File: src/rtl/multi_cycle_ctrl.sv
// multi_cycle_ctrl: FSM controller for a multi-cycle MIPS-subset datapath
// (addu/subu/ori/lw/sw/beq/j/lui). Each instruction walks fetch, decode,
// execute, memory and writeback steps. Memory accesses stall on a ready
// handshake with an optional timeout. Retired instructions are counted.
//
// Ports:
//   clk        clock, rising edge
//   rst_n      synchronous reset, active low
//   OpCode     IR[31:26]
//   funct      IR[5:0]
//   zero       ALU zero flag; the datapath gates PCWrCond with it
//   mem_ready  memory port completes the current MemR/MemW access
//   PCWr, PCWrCond, IorD, IRWr, MemR, MemW, RegW, RegDst, Mem2R, Alusrc,
//   ExtOp[1:0], Aluctrl[3:0], NPCop[1:0]   datapath strobes
//   instr_cnt  retired-instruction count, wraps
//   err        sticky fault (illegal opcode or memory timeout)
module multi_cycle_ctrl #(
    parameter int unsigned TIMEOUT_CYC = 255,
    parameter int unsigned CNT_W       = 32
) (
    input  logic             clk,
    input  logic             rst_n,
    input  logic [5:0]       OpCode,
    input  logic [5:0]       funct,
    input  logic             zero,
    input  logic             mem_ready,
    output logic             PCWr,
    output logic             PCWrCond,
    output logic             IorD,
    output logic             IRWr,
    output logic             MemR,
    output logic             MemW,
    output logic             RegW,
    output logic             RegDst,
    output logic             Mem2R,
    output logic             Alusrc,
    output logic [1:0]       ExtOp,
    output logic [3:0]       Aluctrl,
    output logic [1:0]       NPCop,
    output logic [CNT_W-1:0] instr_cnt,
    output logic             err
);

    localparam int unsigned WaitW    = (TIMEOUT_CYC > 1) ? $clog2(TIMEOUT_CYC) : 1;
    localparam int unsigned WaitLast = (TIMEOUT_CYC == 0) ? 0 : TIMEOUT_CYC - 1;
    localparam logic [WaitW-1:0] WaitLastV = WaitW'(WaitLast);

    localparam logic [3:0] AluAdd = 4'b0000;
    localparam logic [3:0] AluSub = 4'b0100;
    localparam logic [3:0] AluOr  = 4'b0101;

    typedef enum logic [2:0] {
        StIf  = 3'd0,
        StId  = 3'd1,
        StEx  = 3'd2,
        StMem = 3'd3,
        StWb  = 3'd4,
        StErr = 3'd5
    } state_e;

    state_e             state_q, state_d;
    logic [WaitW-1:0]   wait_q, wait_d;
    logic [CNT_W-1:0]   cnt_q;
    logic               retire;
    logic               waiting;
    logic               timeout_hit;

    // The branch decision is taken in the datapath, not here.
    logic unused_zero;
    assign unused_zero = zero;

    // Instruction decode from the held IR fields.
    logic is_addu, is_subu, is_ori, is_lw, is_sw, is_beq, is_j, is_lui, legal;
    always_comb begin
        is_addu = (OpCode == 6'h00) && (funct == 6'h21);
        is_subu = (OpCode == 6'h00) && (funct == 6'h23);
        is_ori  = (OpCode == 6'h0D);
        is_lw   = (OpCode == 6'h23);
        is_sw   = (OpCode == 6'h2B);
        is_beq  = (OpCode == 6'h04);
        is_j    = (OpCode == 6'h02);
        is_lui  = (OpCode == 6'h0F);
        legal   = is_addu | is_subu | is_ori | is_lw | is_sw | is_beq | is_j | is_lui;
    end

    assign waiting     = ((state_q == StIf) || (state_q == StMem)) && !mem_ready;
    // Fires on the TIMEOUT_CYC-th consecutive not-ready cycle.
    assign timeout_hit = (TIMEOUT_CYC != 0) && waiting && (wait_q == WaitLastV);

    // State register
    always_ff @(posedge clk) begin
        if (!rst_n) begin
            state_q <= StIf;
            wait_q  <= '0;
            cnt_q   <= '0;
        end else begin
            state_q <= state_d;
            wait_q  <= wait_d;
            if (retire) begin
                cnt_q <= cnt_q + 1'b1;
            end
        end
    end

    // Next-state logic
    always_comb begin
        state_d = state_q;
        retire  = 1'b0;
        unique case (state_q)
            StIf: begin
                if (mem_ready) begin
                    state_d = StId;
                end else if (timeout_hit) begin
                    state_d = StErr;
                end
            end
            StId: begin
                if (is_j) begin
                    state_d = StIf;
                    retire  = 1'b1;
                end else if (!legal) begin
                    state_d = StErr;
                end else begin
                    state_d = StEx;
                end
            end
            StEx: begin
                if (is_beq) begin
                    state_d = StIf;
                    retire  = 1'b1;
                end else if (is_lw || is_sw) begin
                    state_d = StMem;
                end else begin
                    state_d = StWb;
                end
            end
            StMem: begin
                if (mem_ready) begin
                    if (is_lw) begin
                        state_d = StWb;
                    end else begin
                        state_d = StIf;
                        retire  = 1'b1;
                    end
                end else if (timeout_hit) begin
                    state_d = StErr;
                end
            end
            StWb: begin
                state_d = StIf;
                retire  = 1'b1;
            end
            StErr: state_d = StErr;
            default: state_d = StErr;
        endcase
        // Stall counter only survives while parked in the same stalled state.
        wait_d = (waiting && (state_d == state_q)) ? wait_q + 1'b1 : '0;
    end

    // Output logic; every strobe is held low while reset is asserted.
    always_comb begin
        PCWr     = 1'b0;
        PCWrCond = 1'b0;
        IorD     = 1'b0;
        IRWr     = 1'b0;
        MemR     = 1'b0;
        MemW     = 1'b0;
        RegW     = 1'b0;
        RegDst   = 1'b0;
        Mem2R    = 1'b0;
        Alusrc   = 1'b0;
        ExtOp    = 2'b00;
        Aluctrl  = AluAdd;
        NPCop    = 2'b00;
        if (rst_n) begin
            unique case (state_q)
                StIf: begin
                    MemR = 1'b1;
                    if (mem_ready) begin
                        IRWr = 1'b1;
                        PCWr = 1'b1;
                    end
                end
                StId: begin
                    if (is_j) begin
                        PCWr  = 1'b1;
                        NPCop = 2'b01;
                    end
                end
                StEx: begin
                    if (is_subu || is_beq) begin
                        Aluctrl = AluSub;
                    end else if (is_ori || is_lui) begin
                        Aluctrl = AluOr;
                    end
                    Alusrc = is_ori | is_lw | is_sw | is_lui;
                    if (is_lw || is_sw || is_beq) begin
                        ExtOp = 2'b01;
                    end else if (is_lui) begin
                        ExtOp = 2'b10;
                    end
                    if (is_beq) begin
                        PCWrCond = 1'b1;
                        NPCop    = 2'b10;
                    end
                end
                StMem: begin
                    IorD = 1'b1;
                    MemR = is_lw;
                    MemW = is_sw;
                end
                StWb: begin
                    RegW   = 1'b1;
                    RegDst = is_ori | is_lw | is_lui;
                    Mem2R  = is_lw;
                end
                default: ;
            endcase
        end
    end

    assign instr_cnt = cnt_q;
    assign err       = (state_q == StErr);

endmodule

File: config.mk
export PLATFORM = sky130hd
export DESIGN_NAME = multi_cycle_ctrl
export DESIGN_NICKNAME = d
export VERILOG_FILES = /design/src/rtl/multi_cycle_ctrl.sv
export SDC_FILE = /design/constraint.sdc
export NUM_CORES = 1
export LEC_CHECK = 0
export BUFFER_PORTS_ARGS = -buffer_cell sky130_fd_sc_hd__buf_4
export CELL_PAD_IN_SITES_DETAIL_PLACEMENT = 1
export CELL_PAD_IN_SITES_GLOBAL_PLACEMENT = 1
export CORE_AREA = 2 2 86 88
export DETAILED_ROUTE_END_ITERATION = 8
export DIE_AREA = 0 0 88 90
export GPL_ROUTABILITY_DRIVEN = 0
export PLACE_DENSITY_LB_ADDON = 0.15
export SLEW_MARGIN = 20
export SYNTH_ARGS = -nofsm -noshare
export SYNTH_HDL_FRONTEND = slang
export SYNTH_SLANG_ARGS = --single-unit
export TNS_END_PERCENT = 20
File: constraint.sdc
create_clock -name clk -period 2.35 [get_ports clk]
set_input_delay 0.235 -clock clk [delete_from_list [all_inputs] [get_ports clk]]
set_output_delay 0.235 -clock clk [all_outputs]
set_load 0.1 [all_outputs]
==> results.cfg, run 1 <==
[outcome]
status = finished, final reports clean

[sta]
final_hold_viol_count = 0
relSlewSlack = 0.511
drv_slew = 0
finClkSkew_ns = 0.00627
fin_crit_ns = 2.14
fmax_mhz = 468
whs_ns = 0.240
rsz0062_at_grt = no
tightest_slew_ns = 0.728
fin_crit_sh = 0.910
finalSetupViolations = 0

[worst_setup_path]
crit_arrival_ns = 2.37
startpoint_type = register
r2r-start = state_q[1]$_SDFF_PN0_
worst-setup-path-type = reg2reg
crit_required_ns = 2.58
cp-end-kind = register
worst_r2r_path_depth = 6
critPathBufInv = 1
crit_family = simple AND/OR/NAND/NOR gates
crit_slowest_cell = or4_1
cp_slowest_stage_delay_ns = 0.50
path_max_fanout = 9
regToRegSetupSlack_ns = 0.21
r2r_end = instr_cnt[14]$_SDFFE_PN0P_
critical_path.cell_chain = nor2b_1 > a32oi_1 > o221a_2 > buf_4 > or4_1 > a21oi_1

[power_and_ir_drop]
cellPowerDensity_nw_per_um2 = 430
vdd_ir_drop_max_uv = 260
p_leak_uw = 0.00119

[clocking]
cts_root_buf = clkbuf_8
clockBufferDepth = 2
cts_sinks = 43
cts_resized = 0
cts.clk_slew.worst_paths_ns = 0.09
cts_hold_buf = 0
cts_buffers = 5
postCtsSetupRepairBufs = 0
cts_tree = built
insertion_delay_ns = 0.30
h-tree-depth = 2

[global_route]
antenna_found_initial = 0
grt_max_degree = 34
track_usage = 0.205
grt_pass1_wl_mm = 13.2
overflow = 0
grt_pass1_vias = 2784

[synth]
yosysSeqAreaShare = 0.333
synth-edff-count = 0
netlist.area_leader.share = 0.333
synth_cells = 327
postSynth.asyncResetShare = 0
yosys-top-cells-count = dfxtp_1 (43), a21oi_1 (36), nor2_1 (32)
syn_area_sq_um = 2580
synth_seq_cells = 43
synth.distinct_cells = 55
synthTopCellsByArea = dfxtp_1 (33%), a21oi_1 (7.0%), or4_1 (4.9%), nor2_1 (4.6%), o31ai_1 (4.6%)
yosysTopAreaCell = dfxtp_1
yosys_most_used_dff = dfxtp_1
synth.most_common_cell = dfxtp_1
avgSynthCellArea_sq_um = 7.90
ys_warn_count = 0

[placement]
dp_cells = 490
dp_hpwl_mm = 5.88
port_buffers = 63
place_area_sq_um = 3330

[route]
drcViolationCount = 0
wl_met3_um = 243
wl_met2_mm = 4.23
dr.pass1.iters = 4
highest_layer = met4
routed_wl_mm = 8.02
vias_per_cell = 5.63
drtAntennaViolNets = 0
num_vias = 2805
wl_met1_mm = 3.42
drt-initial-drc-count = 94
wl_per_cell_um = 16.1

[floorplan]
num_io_pins = 67
coreArea_sq_um = 7020
initial_core_util = 0.368
die_h_um = 90
row_count = 31
die-area_sq_um = 7920
die_width_um = 88

[layout]
area_delta_synth_final_pct = 32.0
nNetsFinal = 417
layout.cells.non_filler = 498
drive_above_1_share = 0.331
fin_area_sq_um = 3410
diodes = 0

[min_path]
min_to = instr_cnt[28]$_SDFFE_PN0P_
worstHoldPathType = in2reg
hold_depth = 3
worstHoldStart = rst_n

[flow_run]
maxCapViolCount = 0
state kept, by name, indices dropped and copies added, names as in the netlist:
name and count:
instr_cnt 32, wait_q 8, state_q 3
tightest hold or removal path, stage by stage:
cell     delay, ns
buf_4         0.13
nand2_1       0.07
mux2i_1       0.06
metrics by stage:
stage / setup TNS (ns) / power, uW / worst slack (ns) / util
6_report: 0 / 1470 / 0.212 / 0.486
5_1_grt: 0 / 1530 / 0.0513 / 0.486
4_1_cts: 0 / 1490 / 0.203 / 0.486
3_5_place_dp: 0 / 1000 / 0.0925 / 0.474
3_3_place_gp: 0 / 999 / 0.200 / 0.474
2_1_floorplan: -1.81 / 931 / -0.388 / -
placed cells by master (no fill, tap or decap), drive strengths merged, types with 3 or more instances in the layout:
cell    synthesis  layout
or4            18      18
and3            6       6
xor2            3       3
or3             8       8
nor2           32      32
dfxtp          43      43
clkbuf         14       6
and4            6       6
nor4b           3       3
nor4            4       4
buf             4      82
nor3            7       7
and2            6       6
nand2b          4       4
o41ai           6       6
nand4          15      15
nand4b          6       6
a21oi          36      36
o31ai          16      16
xnor2           4       4
o21ai           8       8
nor2b           4       4
inv            12      12
nand2          21      21
ha              3       3
nand3          17      17
where the power goes:
group | switching (uW) | internal, uW | leakage, uW
combinational | 175 | 72.0 | 0.000785
sequential | 11.7 | 727 | 0.000362
clock | 273 | 208 | 0.0000412
total | 460 | 1010 | 0.00119
metal layers:
layer | vias up | GRT usage
li1 | 1370 | -
met4 | 0 | 0.0615
met5 | - | 0
met2 | 48 | 0.360
met1 | 1376 | 0.249
met3 | 11 | 0.0358
worst max-delay path by stage:
stage | startpoint | depth (start not counted) | endpoint | slack, ns
after floorplan | OpCode[2] | 4 | PCWr | -0.39
after global placement | OpCode[2] | 7 | instr_cnt[14]$_SDFFE_PN0P_ | 0.20
after detailed placement | OpCode[2] | 7 | instr_cnt[14]$_SDFFE_PN0P_ | 0.09
after CTS | state_q[0]$_SDFF_PN0_ | 6 | instr_cnt[14]$_SDFFE_PN0P_ | 0.20
after global routing | state_q[0]$_SDFF_PN0_ | 6 | instr_cnt[14]$_SDFFE_PN0P_ | 0.05
final | state_q[1]$_SDFF_PN0_ | 6 | instr_cnt[14]$_SDFFE_PN0P_ | 0.21
cell families after synthesis:
logic type | count (synthesis) | synth area share
and+or+nand+nor | 162 | 0.366
AOI/OAI and AO/OA | 78 | 0.191
DFF | 43 | 0.333
buffers and inverters | 32 | 0.0663
xor gates and xnor gates | 7 | 0.0237
adders and majority gates | 3 | 0.0145
other | 1 | 0.00145
muxes | 1 | 0.00387
final cells by class:
class / instances / area (sq um)
clock buffers: 6 / 72.6
clock inverters: 2 / 12.5
fillers: 877 / 3610
inverters: 13 / 48.8
multi-input cells: 253 / 1610
flip-flops and latches: 43 / 915
well taps: 99 / 124
repair buffers: 82 / 628
No activity file was read; power rests on OpenSTA's default activity.
==> run 2: changes to the inputs <==
ABC_AREA = 1   (was not set)
CORE_AREA = 2 2 90 92   (was 2 2 86 88)
DIE_AREA = 0 0 92 94   (was 0 0 88 90)
==> results.cfg, run 2 <==
[power_and_ir_drop]
p_sw_frac = 0.336
intPower_uw = 1280
p_leak_uw = 0.00138
vdd_ir_drop_max_uv = 313
cellPowerDensity_nw_per_um2 = 551
p_comb_frac = 0.239
power.share.clock = 0.361
p_seq_frac = 0.401
p_sw_uw = 647

[clocking]
cts_buffers = 5
h-tree-depth = 2
postCtsSetupRepairBufs = 0
insertion_delay_ns = 0.30
clockBufferDepth = 2
cts_resized = 0
cts_root_buf = clkbuf_8
cts_sinks = 43
cts_tree = built
cts.clk_slew.worst_paths_ns = 0.09
cts_hold_buf = 0

[synth]
ys_warn_count = 0
synth_seq_cells = 43
avgSynthCellArea_sq_um = 6.23
synth-edff-count = 0
netlist.area_leader.share = 0.311
syn_area_sq_um = 2770
yosysSeqAreaShare = 0.311
yosys-top-cells-count = nand2_1 (126), nor2_1 (78), dfxtp_1 (43)
synthTopCellsByArea = dfxtp_1 (31%), nand2_1 (17%), nor2_1 (11%), a21oi_1 (6.1%), xor2_1 (5.4%)
postSynth.asyncResetShare = 0
synth.most_common_cell = nand2_1
synth_cells = 444
synth.distinct_cells = 28
yosysTopAreaCell = dfxtp_1
yosys_most_used_dff = dfxtp_1

[worst_setup_path]
startpoint_type = register
crit_arrival_ns = 1.84
worst-setup-path-type = reg2out
path_max_fanout = 7
crit_required_ns = 2.12
cp-end-kind = output pin

[placement]
place_ws_ns = 0.414
port_buffers = 63
dp_hpwl_mm = 6.75
place_area_sq_um = 3360

[layout]
mostFrequentLayoutCells = nand2_1 (126), nor2_1 (76), buf_4 (67)
area_delta_synth_final_pct = 26.4
largest_reg_flops = 32
final_common_cell = nand2_1
fin_area_sq_um = 3500
nNetsFinal = 527
drive_above_1_share = 0.193
diodes = 0
final_util = 0.460

[global_route]
overflow = 0
grt_max_degree = 34
track_usage = 0.199
grt_pass1_wl_mm = 14.0
antenna_found_initial = 0
grt_pass1_vias = 3008

[route]
drt-initial-drc-count = 86
vias_per_cell = 5.03
drtAntennaViolNets = 0
num_vias = 3072
dr.pass1.iters = 4
routed_wl_mm = 8.34
wl_per_cell_um = 13.6
drcViolationCount = 0

[sta]
finClkSkew_ns = 0.00835
fin_crit_sh = 0.883
rsz0062_at_grt = no
fin_crit_ns = 2.08
setup_tns_ns = 0
finalSetupViolations = 0
setup_slack_ns = 0.274
fmax_mhz = 482
final_hold_viol_count = 0
drv_slew = 0

[floorplan]
row_count = 32
die_h_um = 94
die-area_sq_um = 8650
coreArea_sq_um = 7610
die_width_um = 92
initial_core_util = 0.364
num_io_pins = 67

[outcome]
status = finished, final reports clean

[flow_run]
maxCapViolCount = 0

[min_path]
worstHoldPathType = in2reg
## run 2: changes by cell type after synthesis, moves of 15 or more
cell | previous run | this run
or4_1 | 17 | 0
o31ai_1 | 16 | 0
nor2_1 | 32 | 78
inv_1 | 12 | 37
nand2_1 | 21 | 126
nor3_1 | 7 | 22
## run 2: cell type report
cell class / instances / area [sq um]
multi-input combinational: 348 / 1710
timing repair buffer: 67 / 503
clock buffer: 5 / 68.8
inverter: 43 / 161
sequential: 43 / 861
clock inverter: 3 / 67.6
tap: 102 / 128
fill: 1065 / 4110
## run 2: logic make-up after synthesis
logic type	count (synthesis)	synth area share
flops	43	0.311
xor+xnor	28	0.0886
compound gates	44	0.0832
simple gates	271	0.420
fa+ha+maj	3	0.0136
other cells	1	0.00135
buf+inv	54	0.0827
## run 2: critical path, cell delays in order (launching register included)
cell and delay (ns):
dfxtp_1 0.38, nor3_2 0.33, nand2_1 0.25, nor4_4 0.25, buf_4 0.33
## run 2: worst paths after layout
| kind | slack, ns | end | cells past startpoint | startpoint |
|---|---|---|---|---|
| worst max register to register | 0.44 | instr_cnt[16]$_SDFFE_PN0P_ | 10 | instr_cnt[0]$_SDFFE_PN0P_ |
| worst min-delay path | 0.23 | instr_cnt[10]$_SDFFE_PN0P_ | 3 | rst_n |
| worst min register to register | 0.47 | wait_q[0]$_SDFF_PN0_ | 1 | wait_q[0]$_SDFF_PN0_ |
| worst max-delay path | 0.27 | ExtOp[1] | 4 | state_q[2]$_SDFF_PN0_ |
## run 2: layer usage
| layer | share of wire | track usage | vias up |
|---|---|---|---|
| met3 | 0.044 | 0.0417 | 11 |
| met4 | 0.014 | 0.0460 | 0 |
| li1 | - | - | 1550 |
| met1 | 0.41 | 0.223 | 1461 |
| met5 | 0 | 0 | - |
| met2 | 0.53 | 0.384 | 50 |
## run 2: power groups by stage
stage                     Clock [uW]  Combinational [uW]  Sequential [uW]
final                            695                 460              772
after global routing             744                 500              776
after detailed placement           0                 463              789
after floorplan                    0                 315              828
after global placement             0                 452              789
after CTS                        715                 465              772
## run 2: stage by stage
stage | power, uW | cells | hold slack, ns
detailed placement | 1250 | 603 | 0.456
finish | 1930 | 611 | 0.230
CTS | 1950 | 611 | 0.227
global route | 2020 | 611 | 0.227
global placement | 1240 | 603 | 0.447
floorplan | 1140 | 445 | 0.356
==> run 3: changes to the inputs <==
--- a/constraint.sdc
+++ b/constraint.sdc
@@ -3,2 +3,2 @@
 set_output_delay 0.235 -clock clk [all_outputs]
-set_load 0.1 [all_outputs]
+set_load 0.005 [all_outputs]
==> results.cfg, run 3 (synthesis gave the netlist of run 2 again) <==
[worst_setup_path]
crit_required_ns = 2.58
crit_arrival_ns = 2.20
cp-end-kind = register
path_max_fanout = 6
startpoint_type = register
worst-setup-path-type = reg2reg

[power_and_ir_drop]
cellPowerDensity_nw_per_um2 = 513
p_leak_uw = 0.00139
vdd_ir_drop_max_uv = 197
intPower_uw = 1280
p_sw_uw = 504
p_sw_frac = 0.282
p_seq_frac = 0.435
power.share.clock = 0.388
p_comb_frac = 0.177

[layout]
largest_reg_flops = 32
fin_area_sq_um = 3480
area_delta_synth_final_pct = 25.7
layout.cells.non_filler = 612
final_common_cell = nand2_1
mostFrequentLayoutCells = nand2_1 (126), nor2_1 (78), buf_4 (68)
diodes = 0
drive_above_1_share = 0.184
nNetsFinal = 528

[route]
dr.pass1.iters = 4
drcViolationCount = 0
num_vias = 3050
routed_wl_mm = 8.73
vias_per_cell = 4.98
drtAntennaViolNets = 0
wl_per_cell_um = 14.3
drt-initial-drc-count = 104

[global_route]
antenna_found_initial = 0
grt_pass1_vias = 3175
grt_use_met3 = 0.0393
grt_max_degree = 25
overflow = 0
grtUsageMet2 = 0.404
track_usage = 0.212
grt_util_met1 = 0.242
gr-max-usage-layer = met2
grt_pass1_wl_mm = 14.8

[placement]
place_area_sq_um = 3340
dp_cells = 604
port_buffers = 63
dp_hpwl_mm = 6.98

[sta]
rsz0062_at_grt = no
fmax_mhz = 509
drv_slew = 0
fin_crit_ns = 1.96
fin_crit_sh = 0.836
final_hold_viol_count = 0
finClkSkew_ns = 0.0116
setup_tns_ns = 0
finalSetupViolations = 0

[outcome]
status = finished, final reports clean

[floorplan]
initial_core_util = 0.364
coreArea_sq_um = 7610
die_h_um = 94
die_width_um = 92
die-area_sq_um = 8650
num_io_pins = 67
row_count = 32

[flow_run]
maxCapViolCount = 0

[min_path]
worstHoldPathType = in2reg

[clocking]
cts_root_buf = clkbuf_8
cts_tree = built
cts_buffers = 5
cts_hold_buf = 0
cts_resized = 0
postCtsSetupRepairBufs = 0
clockBufferDepth = 2
h-tree-depth = 2
insertion_delay_ns = 0.30
cts_sinks = 43
cts.clk_slew.worst_paths_ns = 0.09
## run 3: changes by cell type in the layout (fill, tap and decap cells not counted), sizes merged
cell	before	now
buf	67	68
## run 3: area by class of cell
type,count,area [sq um]
flip-flops and latches,43,861
repair buffers,68,510
clock inverters,3,67.6
fillers,1057,4130
multi-input cells,348,1680
well taps,102,128
inverters,43,161
clock buffers,5,68.8
## run 3: path summary, 6_finish.rpt
| kind | depth (start not counted) | startpoint | to | slack, ns |
|---|---|---|---|---|
| hold reg to reg | 1 | wait_q[0]$_SDFF_PN0_ | wait_q[0]$_SDFF_PN0_ | 0.47 |
| setup reg to reg | 10 | instr_cnt[0]$_SDFFE_PN0P_ | instr_cnt[16]$_SDFFE_PN0P_ | 0.39 |
| hold / removal | 3 | rst_n | instr_cnt[10]$_SDFFE_PN0P_ | 0.24 |
| setup / recovery | 10 | instr_cnt[0]$_SDFFE_PN0P_ | instr_cnt[16]$_SDFFE_PN0P_ | 0.39 |
## run 3: per-stage QoR
step                      setup slack, ns  hold slack [ns]   util  power [uW]
after global placement              0.449            0.446  0.439        1100
final                               0.385            0.241  0.457        1790
after global routing                0.210            0.236  0.457        1880
after detailed placement            0.388            0.452  0.439        1110
after CTS                           0.378            0.222  0.457        1810
after floorplan                     0.771            0.356      -         994
## run 3: power by group through the flow
stage	combinational [uW]	clock (uW)	sequential [uW]
6_report	316	693	776
3_3_place_gp	307	0	791
5_1_grt	357	746	779
4_1_cts	320	714	774
2_1_floorplan	211	0	783
3_5_place_dp	319	0	792
## run 3: per-layer routing
layer,wire length [um],vias to the layer above
li1,-,1543
met1,3780,1454
met2,4580,47
met3,306,6
met4,70,0
met5,0,-
## run 3: critical path, cell delays in order (launching register included)
cell     delay, ns
dfxtp_1       0.48
ha_1          0.27
nand3_2       0.17
nor2_1        0.19
inv_2         0.09
nor2_2        0.16
inv_2         0.07
nor2_1        0.13
xor2_1        0.16
nand2_1       0.07
a21oi_1       0.12
